===== src/rtl/writeback_arbiter_if.sv =====
// Writeback port bundle: ALU result, mem result handshake and register-file write port.
// The arbiter takes the slave side; the producer/consumer environment takes master.
interface writeback_arbiter_if;
  logic        alu_valid_i;
  logic [2:0]  alu_addr_i;
  logic [15:0] alu_data_i;
  logic        mem_valid_i;
  logic        mem_ready_o;
  logic [2:0]  mem_addr_i;
  logic [15:0] mem_data_i;
  logic        write_en_o;
  logic [2:0]  write_addr_o;
  logic [15:0] write_data_o;
  logic [1:0]  fifo_count_o;
  logic        alu_stall_o;
  logic        protocol_err_o;

  modport slave (
    input  alu_valid_i, alu_addr_i, alu_data_i,
    input  mem_valid_i, mem_addr_i, mem_data_i,
    output mem_ready_o,
    output write_en_o, write_addr_o, write_data_o,
    output fifo_count_o, alu_stall_o, protocol_err_o
  );

  modport master (
    output alu_valid_i, alu_addr_i, alu_data_i,
    output mem_valid_i, mem_addr_i, mem_data_i,
    input  mem_ready_o,
    input  write_en_o, write_addr_o, write_data_o,
    input  fifo_count_o, alu_stall_o, protocol_err_o
  );
endinterface


===== src/rtl/writeback_arbiter.sv =====
// Merges the un-stallable ALU result stream and the handshaked mem result stream onto a
// single register-file write port, buffering up to two mem results in order.
module writeback_arbiter (
  input  logic               clk_i,
  input  logic               rst_i,
  writeback_arbiter_if.slave bus
);

  logic [1:0]       fifo_valid_r, fifo_valid_s;
  logic [1:0][2:0]  fifo_addr_r, fifo_addr_s;
  logic [1:0][15:0] fifo_data_r, fifo_data_s;
  logic [1:0]       fifo_count_r, fifo_count_s;
  logic [1:0]       head_age_r;
  logic             write_en_r, write_en_s;
  logic [2:0]       write_addr_r, write_addr_s;
  logic [15:0]      write_data_r, write_data_s;
  logic             protocol_err_r;
  logic             mem_ready_s, alu_stall_s, mem_accept_s, alu_write_s;
  logic             deq_s, enq_s;

  assign mem_ready_s  = rst_i & (fifo_count_r != 2'd2);
  assign alu_stall_s  = rst_i & (head_age_r == 2'd3);
  assign mem_accept_s = bus.mem_valid_i & mem_ready_s;
  assign alu_write_s  = bus.alu_valid_i & (bus.alu_addr_i != 3'd0);

  // Selection, squash and FIFO next-state; the ALU is younger, so it kills matching mem data.
  always_comb begin
    fifo_addr_s  = fifo_addr_r;
    fifo_data_s  = fifo_data_r;
    fifo_count_s = fifo_count_r;
    write_en_s   = 1'b0;
    write_addr_s = write_addr_r;
    write_data_s = write_data_r;
    deq_s        = 1'b0;
    enq_s        = 1'b0;
    for (int i = 0; i < 2; i++) begin
      fifo_valid_s[i] = fifo_valid_r[i] & ~(alu_write_s & (fifo_addr_r[i] == bus.alu_addr_i));
    end
    if (bus.alu_valid_i) begin
      write_en_s = alu_write_s;
      if (alu_write_s) begin
        write_addr_s = bus.alu_addr_i;
        write_data_s = bus.alu_data_i;
      end else begin
        write_addr_s = write_addr_r;
      end
      enq_s = mem_accept_s & (bus.mem_addr_i != 3'd0)
              & ~(alu_write_s & (bus.mem_addr_i == bus.alu_addr_i));
    end else if (fifo_count_r != 2'd0) begin
      // Head leaves the FIFO even when squashed; only a valid head produces a write.
      deq_s      = 1'b1;
      write_en_s = fifo_valid_r[0];
      if (fifo_valid_r[0]) begin
        write_addr_s = fifo_addr_r[0];
        write_data_s = fifo_data_r[0];
      end else begin
        write_addr_s = write_addr_r;
      end
      fifo_valid_s[0] = fifo_valid_r[1];
      fifo_addr_s[0]  = fifo_addr_r[1];
      fifo_data_s[0]  = fifo_data_r[1];
      fifo_valid_s[1] = 1'b0;
      fifo_count_s    = fifo_count_r - 2'd1;
      enq_s           = mem_accept_s & (bus.mem_addr_i != 3'd0);
    end else if (mem_accept_s && (bus.mem_addr_i != 3'd0)) begin
      write_en_s   = 1'b1;
      write_addr_s = bus.mem_addr_i;
      write_data_s = bus.mem_data_i;
    end else begin
      write_en_s = 1'b0;
    end
    if (enq_s) begin
      if (fifo_count_s == 2'd0) begin
        fifo_valid_s[0] = 1'b1;
        fifo_addr_s[0]  = bus.mem_addr_i;
        fifo_data_s[0]  = bus.mem_data_i;
      end else begin
        fifo_valid_s[1] = 1'b1;
        fifo_addr_s[1]  = bus.mem_addr_i;
        fifo_data_s[1]  = bus.mem_data_i;
      end
      fifo_count_s = fifo_count_s + 2'd1;
    end else begin
      fifo_count_s = fifo_count_s;
    end
  end

  // State registers with synchronous active-low reset.
  always_ff @(posedge clk_i) begin
    if (!rst_i) begin
      fifo_valid_r   <= 2'b00;
      fifo_addr_r    <= '0;
      fifo_data_r    <= '0;
      fifo_count_r   <= 2'd0;
      head_age_r     <= 2'd0;
      write_en_r     <= 1'b0;
      write_addr_r   <= 3'd0;
      write_data_r   <= 16'd0;
      protocol_err_r <= 1'b0;
    end else begin
      fifo_valid_r <= fifo_valid_s;
      fifo_addr_r  <= fifo_addr_s;
      fifo_data_r  <= fifo_data_s;
      fifo_count_r <= fifo_count_s;
      write_en_r   <= write_en_s;
      write_addr_r <= write_addr_s;
      write_data_r <= write_data_s;
      if ((fifo_count_r == 2'd0) || deq_s) begin
        head_age_r <= 2'd0;
      end else if (head_age_r != 2'd3) begin
        head_age_r <= head_age_r + 2'd1;
      end else begin
        head_age_r <= head_age_r;
      end
      if (bus.alu_valid_i && alu_stall_s) begin
        protocol_err_r <= 1'b1;
      end else begin
        protocol_err_r <= protocol_err_r;
      end
    end
  end

  assign bus.mem_ready_o    = mem_ready_s;
  assign bus.alu_stall_o    = alu_stall_s;
  assign bus.write_en_o     = write_en_r;
  assign bus.write_addr_o   = write_addr_r;
  assign bus.write_data_o   = write_data_r;
  assign bus.fifo_count_o   = fifo_count_r;
  assign bus.protocol_err_o = protocol_err_r;

endmodule


===== src/flat_wrapper.sv =====
// flat-port wrapper written by rule: the top's interface ports become plain ports
module writeback_arbiter_flat 
  (clk_i, rst_i, bus_alu_valid_i, bus_alu_addr_i, bus_alu_data_i, bus_mem_valid_i, bus_mem_addr_i, bus_mem_data_i, bus_mem_ready_o, bus_write_en_o, bus_write_addr_o, bus_write_data_o, bus_fifo_count_o, bus_alu_stall_o, bus_protocol_err_o);
  writeback_arbiter_if bus_i ();
  input  logic clk_i;
  input  logic rst_i;
  input wire logic [$bits(bus_i.alu_valid_i)-1:0] bus_alu_valid_i;
  input wire logic [$bits(bus_i.alu_addr_i)-1:0] bus_alu_addr_i;
  input wire logic [$bits(bus_i.alu_data_i)-1:0] bus_alu_data_i;
  input wire logic [$bits(bus_i.mem_valid_i)-1:0] bus_mem_valid_i;
  input wire logic [$bits(bus_i.mem_addr_i)-1:0] bus_mem_addr_i;
  input wire logic [$bits(bus_i.mem_data_i)-1:0] bus_mem_data_i;
  output wire logic [$bits(bus_i.mem_ready_o)-1:0] bus_mem_ready_o;
  output wire logic [$bits(bus_i.write_en_o)-1:0] bus_write_en_o;
  output wire logic [$bits(bus_i.write_addr_o)-1:0] bus_write_addr_o;
  output wire logic [$bits(bus_i.write_data_o)-1:0] bus_write_data_o;
  output wire logic [$bits(bus_i.fifo_count_o)-1:0] bus_fifo_count_o;
  output wire logic [$bits(bus_i.alu_stall_o)-1:0] bus_alu_stall_o;
  output wire logic [$bits(bus_i.protocol_err_o)-1:0] bus_protocol_err_o;
  assign bus_i.alu_valid_i = bus_alu_valid_i;
  assign bus_i.alu_addr_i = bus_alu_addr_i;
  assign bus_i.alu_data_i = bus_alu_data_i;
  assign bus_i.mem_valid_i = bus_mem_valid_i;
  assign bus_i.mem_addr_i = bus_mem_addr_i;
  assign bus_i.mem_data_i = bus_mem_data_i;
  assign bus_mem_ready_o = bus_i.mem_ready_o;
  assign bus_write_en_o = bus_i.write_en_o;
  assign bus_write_addr_o = bus_i.write_addr_o;
  assign bus_write_data_o = bus_i.write_data_o;
  assign bus_fifo_count_o = bus_i.fifo_count_o;
  assign bus_alu_stall_o = bus_i.alu_stall_o;
  assign bus_protocol_err_o = bus_i.protocol_err_o;
  writeback_arbiter u_core (.clk_i(clk_i), .rst_i(rst_i), .bus(bus_i));
endmodule

===== config.mk =====
export PLATFORM = sky130hd
export DESIGN_NAME = writeback_arbiter_flat
export DESIGN_NICKNAME = d
export VERILOG_FILES = /design/src/rtl/writeback_arbiter_if.sv /design/src/rtl/writeback_arbiter.sv /design/src/flat_wrapper.sv
export SDC_FILE = /design/constraint.sdc
export NUM_CORES = 1
export LEC_CHECK = 0
export ABC_CLOCK_PERIOD_IN_PS = 3530
export CAP_MARGIN = 10
export CORE_MARGIN = 8
export CORE_UTILIZATION = 55
export DETAILED_ROUTE_END_ITERATION = 16
export PLACE_DENSITY = 0.82
export SLEW_MARGIN = 20
export SYNTH_ARGS = -nofsm -noshare
export SYNTH_HDL_FRONTEND = slang
export SYNTH_SLANG_ARGS = --single-unit

===== constraint.sdc =====
create_clock -name clk_i -period 3.53 [get_ports clk_i]
set_clock_uncertainty 0.1 [all_clocks]
set_input_delay 0.5295 -clock clk_i [delete_from_list [all_inputs] [get_ports clk_i]]
set_output_delay 0.5295 -clock clk_i [all_outputs]
set_load 0.01 [all_outputs]

==> metrics <==
status complete, no violations; routed wire length 8.19 mm; fraction of layout cells with a size suffix above 1 0.113; clk slew on worst S/H paths 70 ps; Die W 93.6 um; top cells by instance count after synthesis dfxtp_1, nor2_1, mux2i_1; final worst-path cycle share 0.739; hpwl dp 5.59 mm; pre-CTS setup slack 554 ps; area of the multi-input gates 0.00179 mm^2; #FFs+latches synth 65; pin slew with the least headroom to its limit 704 ps; Finish-stage setup viols 0; initial core utilization 0.563; Synth Area in XOR/XNOR 0.0264; largest family of logic cells by synthesized area multiplexers; yosys warns 0; worst hold path depth 2; crit start category input port; Syn-to-layout area delta 26.1%; global-route wire length before repair 13.1 mm; CP startpoint rst_i; total number of vias 2851; wire length per cell 16.1 um; Distinct cells, synth 30; arrival time worst endpoint 1980 ps; Hold WC Path Type register to register; Tmin final 2610 ps; DR vias/cell 5.61; mux contribution to synthesized area 0.196; Lkg Pwr 1.89 nW; Reg area 0.00130 mm^2; Synth area leader dfxtp_1; # hold bufs at CTS 0; HP Start u_core.fifo_data_r[21]; antenna violations before repair 0; crit path kind input port to output pin; Compound-Gate Fraction of Synth Area 0.162; Setup Fix Bufs, Post-CTS 0; PostCTS Resize Cnt 0; grt ovf 0; RR Startpoint u_core.bus.fifo_count_o[0]; Setup crit end kind output pin; core area 0.00589 mm^2; Critical Path RT 2900 ps; average size of a mapped cell 8.70 um^2; IO buf count 66; post-synth design cell area 0.00331 mm^2; first-pass iteration count of the detailed router 4; Post-synth ARST share 0; Worst VDD drop 0.394 mV; simple-gate area share of the yosys netlist 0.143; pin count of the biggest net entering global routing 46; Pins Over Slew Limit 0; Synth top area share 0.393; CTS buffer count 9; Post-Syn Instances 381; clk_lat worst skew 330 ps; Max-slew headroom 0.530; Die H 93.6 um; full die area 0.00876 mm^2; RSZ-0062 raised after global routing no; Area contributors post-synth dfxtp_1, mux2i_1, mux2_2; 1st-iter DRT viols 212; nets@finish 473; adder-cell share of the synthesized area 0.00755; Top Ports 67; sink count of the clock tree 65; most numerous cell in the Yosys netlist dfxtp_1; sequential share of the synthesized area 0.393; GRT Util Overall 0.188; DRC viols 0; Post-synth EDFFs 0; CP Max Fanout 21; clock root buffer clkbuf_8; Final WS setup 922 ps; FILL cells 451; Main synth FF type dfxtp_1; Max Freq 383 MHz; Max Cap Viol 0; R2R depth 4; RePlAce Congestion 0.857; Setup TNS 0 ps; synthesized net count 425; CTS tree done; PD cells 419 mW/mm^2; antenna-violating nets left 0; CTS max path bufs 2; Placement Rows 28; Final Hold Viols 0; H-tree Lvls 3; number of global-route vias before repair 2758; ANT cells 0
[layout make-up]
cell class / count / share of cell area
clock buffers: 12 / 0.0371
clock inverters: 3 / 0.00958
inverters: 21 / 0.0189
multi-input cells: 258 / 0.428
flip-flops and latches: 65 / 0.311
well taps: 75 / 0.0225
repair buffers: 74 / 0.172
[through the flow]
| step | std cells | utilization | power, mW | hold WS (ps) | instance area (um^2) |
|---|---|---|---|---|---|
| finish | 508 | 0.710 | 1.75 | 363 | 4180 |
| global route | 508 | 0.710 | 1.83 | 376 | 4180 |
| CTS | 508 | 0.709 | 1.76 | 364 | 4170 |
| detailed placement | 493 | 0.675 | 1.14 | 354 | 3980 |
| global placement | 493 | 0.675 | 1.13 | 345 | 3980 |
| floorplan | 381 | - | 0.999 | 337 | 3310 |
[cell usage in the layout (no fill, tap or decap), types with 2 or more instances in the layout]
cell / instances
clkdlybuf4s50_1: 66
dfxtp_1: 65
nor2_1: 45
mux2i_1: 40
o21ai_0: 39
mux2_2: 22
a21oi_1: 22
nand2_1: 21
inv_1: 20
o311a_1: 19
or4_1: 19
clkbuf_8: 11
xnor2_1: 8
buf_4: 8
nand4_1: 3
nor3_1: 3
nand3_1: 2
xor2_1: 2
ha_1: 2
clkinv_2: 2
[critical path, stage by stage]
cell	delay, ps
clkdlybuf4s50_1	470
buf_4	270
inv_2	60
nor2_1	100
clkdlybuf4s50_1	550
[kinds of logic after synthesis]
| group | count (synthesis) |
|---|---|
| adders and majority gates | 2 |
| muxes | 62 |
| AOI/OAI and AO/OA | 86 |
| and+or+nand+nor | 98 |
| xor gates and xnor gates | 10 |
| buffers and inverters | 58 |
| DFF | 65 |
[layer usage]
metal | up-vias | GRT usage | part of all wire
met2 | 93 | 0.294 | 0.47
met5 | - | 0 | 0
met4 | 0 | 0.100 | 0.018
met1 | 1305 | 0.238 | 0.44
met3 | 12 | 0.0353 | 0.077
li1 | 1441 | - | -
[final timing paths]
kind	to	slack, ps
max	bus_mem_ready_o	920
min	u_core.fifo_data_r[21]	360
max reg2reg	u_core.bus.write_data_o[4]	1150
min reg2reg	u_core.fifo_data_r[21]	360
[power by group]
part	switching [mW]	internal [mW]	total (mW)
Sequential	0.0273	0.777	0.805
Combinational	0.150	0.169	0.318
Clock	0.270	0.359	0.629
Total	0.447	1.30	1.75
[flip-flops by register name, indices dropped and copies added (netlist names)]
name,count
u_core.bus.write_addr_o,3
u_core.bus.write_en_o,1
u_core.bus.fifo_count_o,2
u_core.bus.write_data_o,16
u_core.fifo_valid_r,2
u_core.head_age_r,2
u_core.bus.protocol_err_o,1
u_core.fifo_data_r,32
u_core.fifo_addr_r,6
(Power assumes the default switching activity.)
